<file path="config.mk">
export PLATFORM = sky130hd
export DESIGN_NAME = z80_bus_ctrl
export DESIGN_NICKNAME = d
export VERILOG_FILES = /design/src/rtl/z80_bus_pkg.sv /design/src/rtl/z80_cen_gen.sv /design/src/rtl/z80_bus_ctrl.sv
export SDC_FILE = /design/constraint.sdc
export NUM_CORES = 1
export LEC_CHECK = 0
export ABC_CLOCK_PERIOD_IN_PS = 1950
export CELL_PAD_IN_SITES_DETAIL_PLACEMENT = 1
export CELL_PAD_IN_SITES_GLOBAL_PLACEMENT = 2
export CORE_MARGIN = 1
export CORE_UTILIZATION = 23
export DETAILED_ROUTE_END_ITERATION = 8
export GPL_TIMING_DRIVEN = 0
export PLACE_DENSITY = 0.79
export SLEW_MARGIN = 20
export SYNTH_ARGS = -nofsm -noshare
export SYNTH_HDL_FRONTEND = slang
export SYNTH_SLANG_ARGS = --single-unit
export TNS_END_PERCENT = 5
</file>
<file path="constraint.sdc">
create_clock -name CLK_24M -period 1.95 [get_ports CLK_24M]
set_clock_uncertainty 0.2 [all_clocks]
set_input_delay 0.39 -clock CLK_24M [delete_from_list [all_inputs] [get_ports CLK_24M]]
set_output_delay 0.39 -clock CLK_24M [all_outputs]
set_load 0.03 [all_outputs]
</file>
<file path="src/rtl/z80_bus_pkg.sv">
// Shared types and defaults for the NeoGeo sound Z80 bus controller.
package z80_bus_pkg;

  typedef enum logic [1:0] {
    IDLE = 2'd0,
    MEM  = 2'd1,
    IOW  = 2'd2,
    HOLD = 2'd3
  } bus_state_t;

  localparam int unsigned DEF_CEN_DIV      = 6;
  localparam int unsigned DEF_IO_WAIT      = 1;
  localparam int unsigned DEF_TIMEOUT      = 255;
  localparam logic [7:0]  DEF_CMD_PORT     = 8'h00;
  localparam logic [7:0]  DEF_NMI_EN_PORT  = 8'h08;
  localparam logic [7:0]  DEF_NMI_DIS_PORT = 8'h18;

  // Counter width able to hold 0..n-1, never narrower than one bit.
  function automatic int unsigned cnt_w(input int unsigned n);
    return (n < 2) ? 1 : $clog2(n);
  endfunction

  localparam int unsigned DIV_W     = cnt_w(DEF_CEN_DIV);
  localparam int unsigned TIMEOUT_W = cnt_w(DEF_TIMEOUT);
  localparam int unsigned IO_WAIT_W = 4;

endpackage

</file>
<file path="src/rtl/z80_cen_gen.sv">
// Free-running divider producing the Z80 T-state clock enable (one pulse per CEN_DIV clocks).
module z80_cen_gen
  import z80_bus_pkg::*;
#(
  parameter int unsigned CEN_DIV = DEF_CEN_DIV
) (
  input  logic clk,
  input  logic rst_n,
  output logic cen
);

  localparam int unsigned W    = cnt_w(CEN_DIV);
  localparam logic [W-1:0] LAST = W'(CEN_DIV - 1);

  logic [W-1:0] cnt;

  always_ff @(posedge clk or negedge rst_n) begin
    if (!rst_n)           cnt <= '0;
    else if (cnt == LAST) cnt <= '0;
    else                  cnt <= cnt + 1'b1;
  end

  assign cen = (cnt == LAST);

endmodule

</file>
<file path="src/rtl/z80_bus_ctrl.sv">
// Sound Z80 bus controller: CEN generation, memory req/ack handshake, IO wait states, command NMI.
// Optional memory-request timeout with sticky BUS_ERR when Z80_BUS_TIMEOUT_EN is defined.
module z80_bus_ctrl
  import z80_bus_pkg::*;
#(
  parameter int unsigned CEN_DIV      = DEF_CEN_DIV,
  parameter int unsigned IO_WAIT      = DEF_IO_WAIT,
  parameter int unsigned TIMEOUT      = DEF_TIMEOUT,
  parameter logic [7:0]  CMD_PORT     = DEF_CMD_PORT,
  parameter logic [7:0]  NMI_EN_PORT  = DEF_NMI_EN_PORT,
  parameter logic [7:0]  NMI_DIS_PORT = DEF_NMI_DIS_PORT
) (
  input  logic        CLK_24M,
  input  logic        nRESET,
  output logic        CEN,
  input  logic [15:0] Z_A,
  input  logic [7:0]  Z_DO,
  output logic [7:0]  Z_DI,
  input  logic        Z_nMREQ,
  input  logic        Z_nIORQ,
  input  logic        Z_nRD,
  input  logic        Z_nWR,
  input  logic        Z_nRFSH,
  output logic        Z_nWAIT,
  output logic        Z_nNMI,
  output logic        MEM_REQ,
  output logic        MEM_WE,
  output logic [15:0] MEM_ADDR,
  output logic [7:0]  MEM_WDATA,
  input  logic [7:0]  MEM_RDATA,
  input  logic        MEM_ACK,
  input  logic [7:0]  IO_RDATA,
  input  logic [7:0]  SND_CMD,
  input  logic        SND_CMD_WR,
  output logic        BUS_ERR
);

  localparam logic [IO_WAIT_W-1:0] IO_WAIT_INIT = IO_WAIT_W'(IO_WAIT);

  bus_state_t           state;
  logic [IO_WAIT_W-1:0] io_cnt;
  logic                 io_wr_q;
  logic                 io_cmd_q;
  logic                 nmi_en;
  logic                 nmi_pend;

  logic mem_start, io_start, io_wr, io_cmd_rd, pend_clr;

  z80_cen_gen #(.CEN_DIV(CEN_DIV)) u_cen (
    .clk   (CLK_24M),
    .rst_n (nRESET),
    .cen   (CEN)
  );

  // IORQ without RD/WR is an interrupt acknowledge: handled as a plain read of IO_RDATA.
  assign mem_start = !Z_nMREQ && Z_nRFSH && (!Z_nRD || !Z_nWR);
  assign io_start  = !Z_nIORQ;
  assign io_wr     = !Z_nWR;
  assign io_cmd_rd = !Z_nRD && (Z_A[7:0] == CMD_PORT);
  assign pend_clr  = (state == IDLE) && CEN && !mem_start && io_start && io_cmd_rd;

  assign Z_nNMI = !(nmi_pend && nmi_en);

`ifdef Z80_BUS_TIMEOUT_EN
  localparam int unsigned TO_W = cnt_w(TIMEOUT);
  localparam logic [TO_W-1:0] TO_LAST = TO_W'(TIMEOUT - 1);
  logic [TO_W-1:0] to_cnt;
`else
  assign BUS_ERR = 1'b0;
`endif

  always_ff @(posedge CLK_24M or negedge nRESET) begin
    if (!nRESET) begin
      state     <= IDLE;
      Z_DI      <= 8'hFF;
      Z_nWAIT   <= 1'b1;
      MEM_REQ   <= 1'b0;
      MEM_WE    <= 1'b0;
      MEM_ADDR  <= '0;
      MEM_WDATA <= '0;
      io_cnt    <= '0;
      io_wr_q   <= 1'b0;
      io_cmd_q  <= 1'b0;
      nmi_en    <= 1'b0;
      nmi_pend  <= 1'b0;
`ifdef Z80_BUS_TIMEOUT_EN
      to_cnt    <= '0;
      BUS_ERR   <= 1'b0;
`endif
    end else begin
      // A new command arriving in the clearing cycle must not be lost.
      if (SND_CMD_WR)    nmi_pend <= 1'b1;
      else if (pend_clr) nmi_pend <= 1'b0;

      case (state)
        IDLE: begin
          if (CEN && mem_start) begin
            state     <= MEM;
            MEM_REQ   <= 1'b1;
            MEM_WE    <= !Z_nWR;
            MEM_ADDR  <= Z_A;
            MEM_WDATA <= Z_DO;
            Z_nWAIT   <= 1'b0;
`ifdef Z80_BUS_TIMEOUT_EN
            to_cnt    <= '0;
`endif
          end else if (CEN && io_start) begin
            io_wr_q  <= io_wr;
            io_cmd_q <= io_cmd_rd;
            if (io_wr && Z_A[7:0] == NMI_EN_PORT)  nmi_en <= 1'b1;
            if (io_wr && Z_A[7:0] == NMI_DIS_PORT) nmi_en <= 1'b0;
            if (IO_WAIT == 0) begin
              state <= HOLD;
              if (!io_wr) Z_DI <= io_cmd_rd ? SND_CMD : IO_RDATA;
            end else begin
              state   <= IOW;
              Z_nWAIT <= 1'b0;
              io_cnt  <= IO_WAIT_INIT;
            end
          end
        end

        MEM: begin
          if (MEM_ACK) begin
            state   <= HOLD;
            MEM_REQ <= 1'b0;
            Z_nWAIT <= 1'b1;
            if (!MEM_WE) Z_DI <= MEM_RDATA;
          end
`ifdef Z80_BUS_TIMEOUT_EN
          else if (to_cnt == TO_LAST) begin
            state   <= HOLD;
            MEM_REQ <= 1'b0;
            Z_nWAIT <= 1'b1;
            Z_DI    <= 8'hFF;
            BUS_ERR <= 1'b1;
          end else begin
            to_cnt <= to_cnt + 1'b1;
          end
`endif
        end

        IOW: begin
          if (CEN) begin
            if (io_cnt == IO_WAIT_W'(1)) begin
              state   <= HOLD;
              Z_nWAIT <= 1'b1;
              if (!io_wr_q) Z_DI <= io_cmd_q ? SND_CMD : IO_RDATA;
            end else begin
              io_cnt <= io_cnt - 1'b1;
            end
          end
        end

        HOLD: begin
          if (Z_nMREQ && Z_nIORQ) state <= IDLE;
        end

        default: state <= IDLE;
      endcase
    end
  end

endmodule

</file>
==> results of run 1 <==
-- cells in the final DEF (no fill, tap or decap), types with 2 or more instances in the layout --
cell             count
nand2_2              4
ha_2                 2
dlygate4sd2_1       23
nor3_1               3
dfrtp_1             38
o21ai_1              2
a22o_1               2
ha_4                 2
mux2_2              25
clkbuf_8             5
inv_2                3
clkdlybuf4s15_1      2
nand2_1             16
a21oi_2              2
a21oi_1              8
buf_8                2
buf_4               15
dfstp_2              9
and3_1               2
dlymetal6s2s_1      18
buf_2                2
ha_1                 2
buf_6                4
nand2b_1             2
inv_1               12
clkdlybuf4s50_1     47
o21ai_2              7
or4_1                2
nor2_1               9
o21ai_0              7
a21o_1               2
mux2i_1             14
-- routing by layer --
layer	global-route usage, %	up-vias	part of all wire, %
met5	0	-	0
met4	2.637	0	0.58
met3	4.651	5	8.0
met2	23.90	64	51
met1	15.62	951	41
li1	-	939	-
-- sequential cells by signal (all words and copies together) (netlist names) --
name	cells
MEM_ADDR	16
MEM_WDATA	8
Z_DI	8
io_cnt	4
u_cen.cnt	3
state	2
MEM_REQ	1
MEM_WE	1
Z_nWAIT	1
io_cmd_q	1
io_wr_q	1
nmi_en	1
nmi_pend	1
-- report_power, final --
group | internal [mW] | switching, mW
logic | 1.42 | 1.69
clock network | 0.387 | 0.367
registers | 1.44 | 0.216
-- worst max-delay path, delay by kind of cell --
family	cells	cell delay (ns)
buffers and inverters	1	0.17
AO/OA/AOI/OAI	1	0.17
AND/OR/NAND/NOR	4	1.32
-- worst paths after layout --
kind                       slack [ns]  cells past startpoint      endpoint      from
min                              0.12                      2   MEM_ADDR[5]    Z_A[5]
max in group asynchronous        0.66                      2  u_cen.cnt[0]    nRESET
max                             -0.09                      6      nmi_pend    Z_A[0]
min in group asynchronous        0.45                      2       MEM_REQ    nRESET
min reg2reg                      0.26                      2       Z_DI[2]   Z_DI[2]
max reg2reg                     -0.09                      7      nmi_pend  state[1]
-- layout make-up --
| type | count | area [um2] | area share (%) |
|---|---|---|---|
| buffer | 6 | 53.80 | 1.410 |
| sequential | 48 | 1214 | 31.81 |
| tap | 133 | 166.4 | 4.362 |
| multi-input combinational | 133 | 1115 | 29.22 |
| clock inverter | 3 | 46.29 | 1.214 |
| clock buffer | 5 | 68.82 | 1.804 |
| inverter | 17 | 71.32 | 1.869 |
| timing repair buffer | 110 | 1080 | 28.30 |
-- what timing repair did --
action / 4_1_cts / 5_1_grt
buffers inserted: 11 / 4
cloned: 1 / 0
pin swaps: 16 / 7
gates resized for setup: 73 / 32
setup endpoints to repair: 65 / 49
hold buffers: 1 / 0
hold endpoints to repair: 39 / 0
-- cell families after synthesis --
logic type	after synthesis	synth area share [%]
compound gates	38	10.11
fa+ha+maj	6	3.261
buf+inv	25	4.348
flops	48	52.66
mux	40	18.80
other cells	1	0.1629
simple gates	48	10.65
-- metrics by stage --
step | setup TNS [ns] | instances
4_1_cts | -0.7575 | 452
5_1_grt | -2.325 | 455
2_1_floorplan | -0.8491 | 206
6_report | -0.3197 | 455
3_5_place_dp | -21.74 | 432
3_3_place_gp | -77.01 | 432
==> qor.yml, run 1 <==
yosys:
  yosysMostFrequentCell: "dfrtp_1"
  synthDistinctLibCells: 37
  ys_seq_area_share_pct: 52.66
  yosysTopAreaCellShare_pct: 42.39
  synthArstFlopShare_pct: 100.0
  synthTopCellsByCount: "dfrtp_1 (39), mux2_2 (26), nand2_1 (20)"
  synth_cells: 206
  netlist_area_um2: 2302
  yosys-top-cells-area: "dfrtp_1 (42%), mux2_2 (13%), dfstp_2 (10%)"
  yosys_warnings: 0
  synth_edf_count: 0
  synth_seq_cells: 48
  synth_largest_area_cell: "dfrtp_1"
  syn_area_per_cell_um2: 11.18
  synthesis.nets: 269
  ys.flop_type: "dfrtp_1"
worst_setup_path:
  arrival_ns: 2.04
  crit_path_end_kind: "flip-flop"
  critical-path-max-stage-delay_ns: 0.51
  cp_max_fo: 2
  cp.required_ns: 1.95
  path_cells: "clkdlybuf4s15_1, or4_1, or4_4, nor3_4, nand2_1, a21o_1"
  crit_path_start_kind: "input pin"
  critical_path.slowest_cell: "or4_1"
  criticalPathCategory: "in2reg"
clock_network:
  worst_skew_pair.late_latency_ns: 0.31
  root_buffer: "clkbuf_8"
  cts_sinks: 48
  cts_tree: "yes"
  cts.htree.levels: 2
  numCtsBuffers: 5
  max-clock-path-buffers: 2
  path_clk_slew_ns: 0.10
routing:
  routedWlPerCell_um: 14.51
  ant_nets: 0
  vias: 1959
  avgViaCountPerCell: 4.305
  drt-total-wl_um: 6603
  firstDrtPassIters: 4
  drtIter0Drc: 42
  drc: 0
finish:
  fillCellCount: 1123
  final_util_pct: 39.21
  area_delta_synth_final_pct: 65.71
  nets: 384
  design_area_um2: 3815
  drive_gt1_share_pct: 30.75
  diodes: 0
pwr:
  powerDensity_nw_per_um2: 1446
  leakage_nw: 2.007
  totalPowerFinal_mw: 5.517
  ir_worst_vdd_v: 0.0005961
timing:
  slew_headroom_pct: 53.40
  worst_pin_slew_ns: 0.6991
  setup_viol: 9
  hold_viol_final: 0
  min_period_over_period_pct: 104.7
  max_freq_ghz: 0.4898
  worst_hold_slack_ns: 0.1232
  period_minus_slack_ns: 2.042
  rsz0062_at_grt: "yes"
  drv_slew: 0
  fin_ws_ns: -0.09163
place:
  hpwl_um: 4647
  place.gp.congestion: 0.7610
  preCtsSetupSlack_ns: -0.6449
  placed_area_um2: 3416
  numPortBuffers: 93
global_routing:
  grt_first_pass_wirelength_um: 10770
  antenna_found_initial: 0
  gr-total-overflow: 0
  grt_util_all_layers_pct: 13.42
  grt_max_degree: 49
  grt_pass1_vias: 2140
floorplanning:
  die_h_um: 102.0
  die_w_um: 102.0
  io_pins: 95
  core_area_um2: 9729
  start_util_pct: 23.66
  rows: 36
  fp.dieArea_um2: 10410
status:
  status: "complete, but fails checks"
  failed_checks: "negative setup slack"
flow_run:
  maxCapViolCount: 0
hold_path:
  holdCritPathClass: "in2reg"
Power figures use the tool's default switching activity.
==> run 2: changes to the inputs <==
--- a/config.mk
+++ b/config.mk
@@ -9,10 +9,11 @@
 export CELL_PAD_IN_SITES_DETAIL_PLACEMENT = 1
 export CELL_PAD_IN_SITES_GLOBAL_PLACEMENT = 2
 export CORE_MARGIN = 1
-export CORE_UTILIZATION = 23
+export CORE_UTILIZATION = 34
 export DETAILED_ROUTE_END_ITERATION = 8
+export DONT_BUFFER_PORTS = 1
 export GPL_TIMING_DRIVEN = 0
-export PLACE_DENSITY = 0.79
+export PLACE_DENSITY = 0.78
 export SLEW_MARGIN = 20
 export SYNTH_ARGS = -nofsm -noshare
 export SYNTH_HDL_FRONTEND = slang
==> qor.yml, run 2 (synthesized netlist as in run 1, its figures left out) <==
global_routing:
  grt_first_pass_wirelength_um: 9356  # -13%
  gr-total-overflow: 0  # unchanged
  grt_util_all_layers_pct: 16.84  # +3.4 points
  grt_max_degree: 49  # unchanged
  grt_pass1_vias: 1886  # -12%
  antenna_found_initial: 0  # unchanged
worst_setup_path:
  path_cells: "inv_2, ha_4, or3b_4, a21oi_4, nand2_2, a21oi_4, mux2_4"
  critical_path.slowest_cell: "dfrtp_1"
  cp_top_family: "simple AND/OR/NAND/NOR gates"
  cp_max_fo: 3  # +1
  critical-path-max-stage-delay_ns: 0.40  # -0.11 ns
  crit_path_end_kind: "flip-flop"
  path_buf_inv: 1  # unchanged
  crit_top_cell: "a21oi_4"
  cp.required_ns: 1.93  # -0.02 ns
  arrival_ns: 2.02  # -0.02 ns
  criticalPathCategory: "reg2reg"
  crit_path_start_kind: "flip-flop"
  r2r_start: "io_cnt[1]"
  crit_path_start: "io_cnt[1]"
timing:
  setup_viol: 13  # +4
  worst_pin_slew_ns: 0.6328  # -0.06627 ns
  period_minus_slack_ns: 2.038  # -0.003828 ns
  max_freq_ghz: 0.4907  # +0.19%
  fin_ws_ns: -0.08780  # +0.003828 ns
  min_period_over_period_pct: 104.5  # -0.20 points
  drv_slew: 0  # unchanged
  hold_viol_final: 0  # unchanged
  rsz0062_at_grt: "yes"
  worst_hold_slack_ns: 0.03906  # -0.08414 ns
  slew_headroom_pct: 57.81  # +4.4 points
place:
  place.gp.congestion: 0.7233  # -5.0%
  preCtsSetupSlack_ns: -0.5581  # +0.08674 ns
  numPortBuffers: 0  # -100%
  hpwl_um: 3739  # -20%
  place_inst: 283  # -34%
  placed_area_um2: 2417  # -29%
finish:
  diodes: 0  # unchanged
  final_common_cell: "dfrtp_1"
  finalNonFillerCells: 312  # -31%
  largestRegisters: "MEM_ADDR: 16 flops, MEM_WDATA: 8 flops, Z_DI: 8 flops"
  drive_gt1_share_pct: 41.70  # +11 points
  area_delta_synth_final_pct: 26.30
  layout_common_cells: "dfrtp_1 (38), mux2_2 (24), nand2_1 (15), buf_4 (15), mux2i_1 (14)"
  regMostFlops: "MEM_ADDR"
  design_area_um2: 2908  # -24%
  nets: 297  # -23%
  largest_reg_flops: 16  # unchanged
pwr:
  internal_power_mw: 2.799  # -14%
  swShare_pct: 44.04  # +2.8 points
  ir_worst_vdd_v: 0.0007927  # +33%
  p_clk_share_pct: 12.4  # -1.3 points
  powerDensity_nw_per_um2: 1720  # +19%
  p_seq_share_pct: 46.1  # +16 points
  leakage_nw: 1.349  # -33%
  comb_power_share_pct: 41.5  # -15 points
  power.switching_mw: 2.203  # -3.1%
  totalPowerFinal_mw: 5.003  # -9.3%
routing:
  drc: 16  # +16
  avgViaCountPerCell: 5.279  # +23%
  ant_nets: 0  # unchanged
  firstDrtPassIters: 6  # +2
  drtIter0Drc: 66  # +57%
  routedWlPerCell_um: 18.26  # +26%
  vias: 1647  # -16%
  drt-total-wl_um: 5697  # -14%
floorplanning:
  rows: 29  # -19%
  die_w_um: 84.29  # -17%
  core_area_um2: 6459  # -34%
  die_h_um: 84.29  # -17%
  start_util_pct: 35.65  # +12 points
  fp.dieArea_um2: 7104  # -32%
  io_pins: 95  # unchanged
status:
  failed_checks: "design-rule violations, negative setup slack"
  status: "complete, but fails checks"
clock_network:
  numCtsBuffers: 5  # unchanged
  root_buffer: "clkbuf_8"
  cts_sinks: 48  # unchanged
  path_clk_slew_ns: 0.09  # about the same
  worst_skew_pair.late_latency_ns: 0.29  # -0.02 ns
  cts_tree: "yes"
  max-clock-path-buffers: 2  # unchanged
  cts.htree.levels: 2  # unchanged
hold_path:
  holdCritPathClass: "in2reg"
  min_from: "Z_A[12]"
flow_run:
  maxCapViolCount: 0  # unchanged
run 2: metrics by stage:
step / setup TNS [ns] / util, %
after floorplan: -0.8491 / -
after global placement: -12.54 / 37.43
after detailed placement: -13.14 / 37.43
after CTS: -0.7079 / 43.98
after global routing: -1.477 / 45.02
final: -0.3185 / 45.02
run 2: worst paths after layout:
check                                     to  slack, ns  depth (start not counted)
max in group asynchronous            Z_nWAIT       0.86                          2
worst min register to register      nmi_pend       0.28                          1
worst max-delay path                state[0]      -0.09                          7
worst max register to register      state[0]      -0.09                          7
min in group asynchronous          io_cnt[2]       0.40                          2
worst min-delay path            MEM_ADDR[12]       0.04                          1
run 2: timing repair:
item	in CTS	in global routing
hold buffers	5	0
buffers inserted	15	1
hold endpoints to repair	52	0
resized for setup	38	16
cloned	1	0
pin swaps	10	8
setup endpoints to repair	43	32
run 2: power groups by stage:
stage | Clock [mW] | Combinational [mW] | Sequential, mW
2_1_floorplan | 0 | 1.04 | 2.24
3_3_place_gp | 0 | 1.26 | 2.32
3_5_place_dp | 0 | 1.29 | 2.33
4_1_cts | 0.657 | 1.90 | 2.30
5_1_grt | 0.699 | 2.30 | 2.36
6_report | 0.622 | 2.08 | 2.30
run 2: per-layer routing:
layer,vias up,wire (um),GRT usage [%]
met4,0,35,3.762
met3,4,583,5.900
met1,802,2175,19.97
met5,-,0,0
met2,73,2903,29.43
li1,768,-,-
run 2: area by class of cell:
cell class	instances	area [um2]
buffer	7	66.31
clock buffer	7	86.33
clock inverter	1	8.758
fill	705	3551
inverter	17	72.57
multi-input combinational	133	1154
sequential	48	1214
tap	77	96.34
timing repair buffer	22	210.2
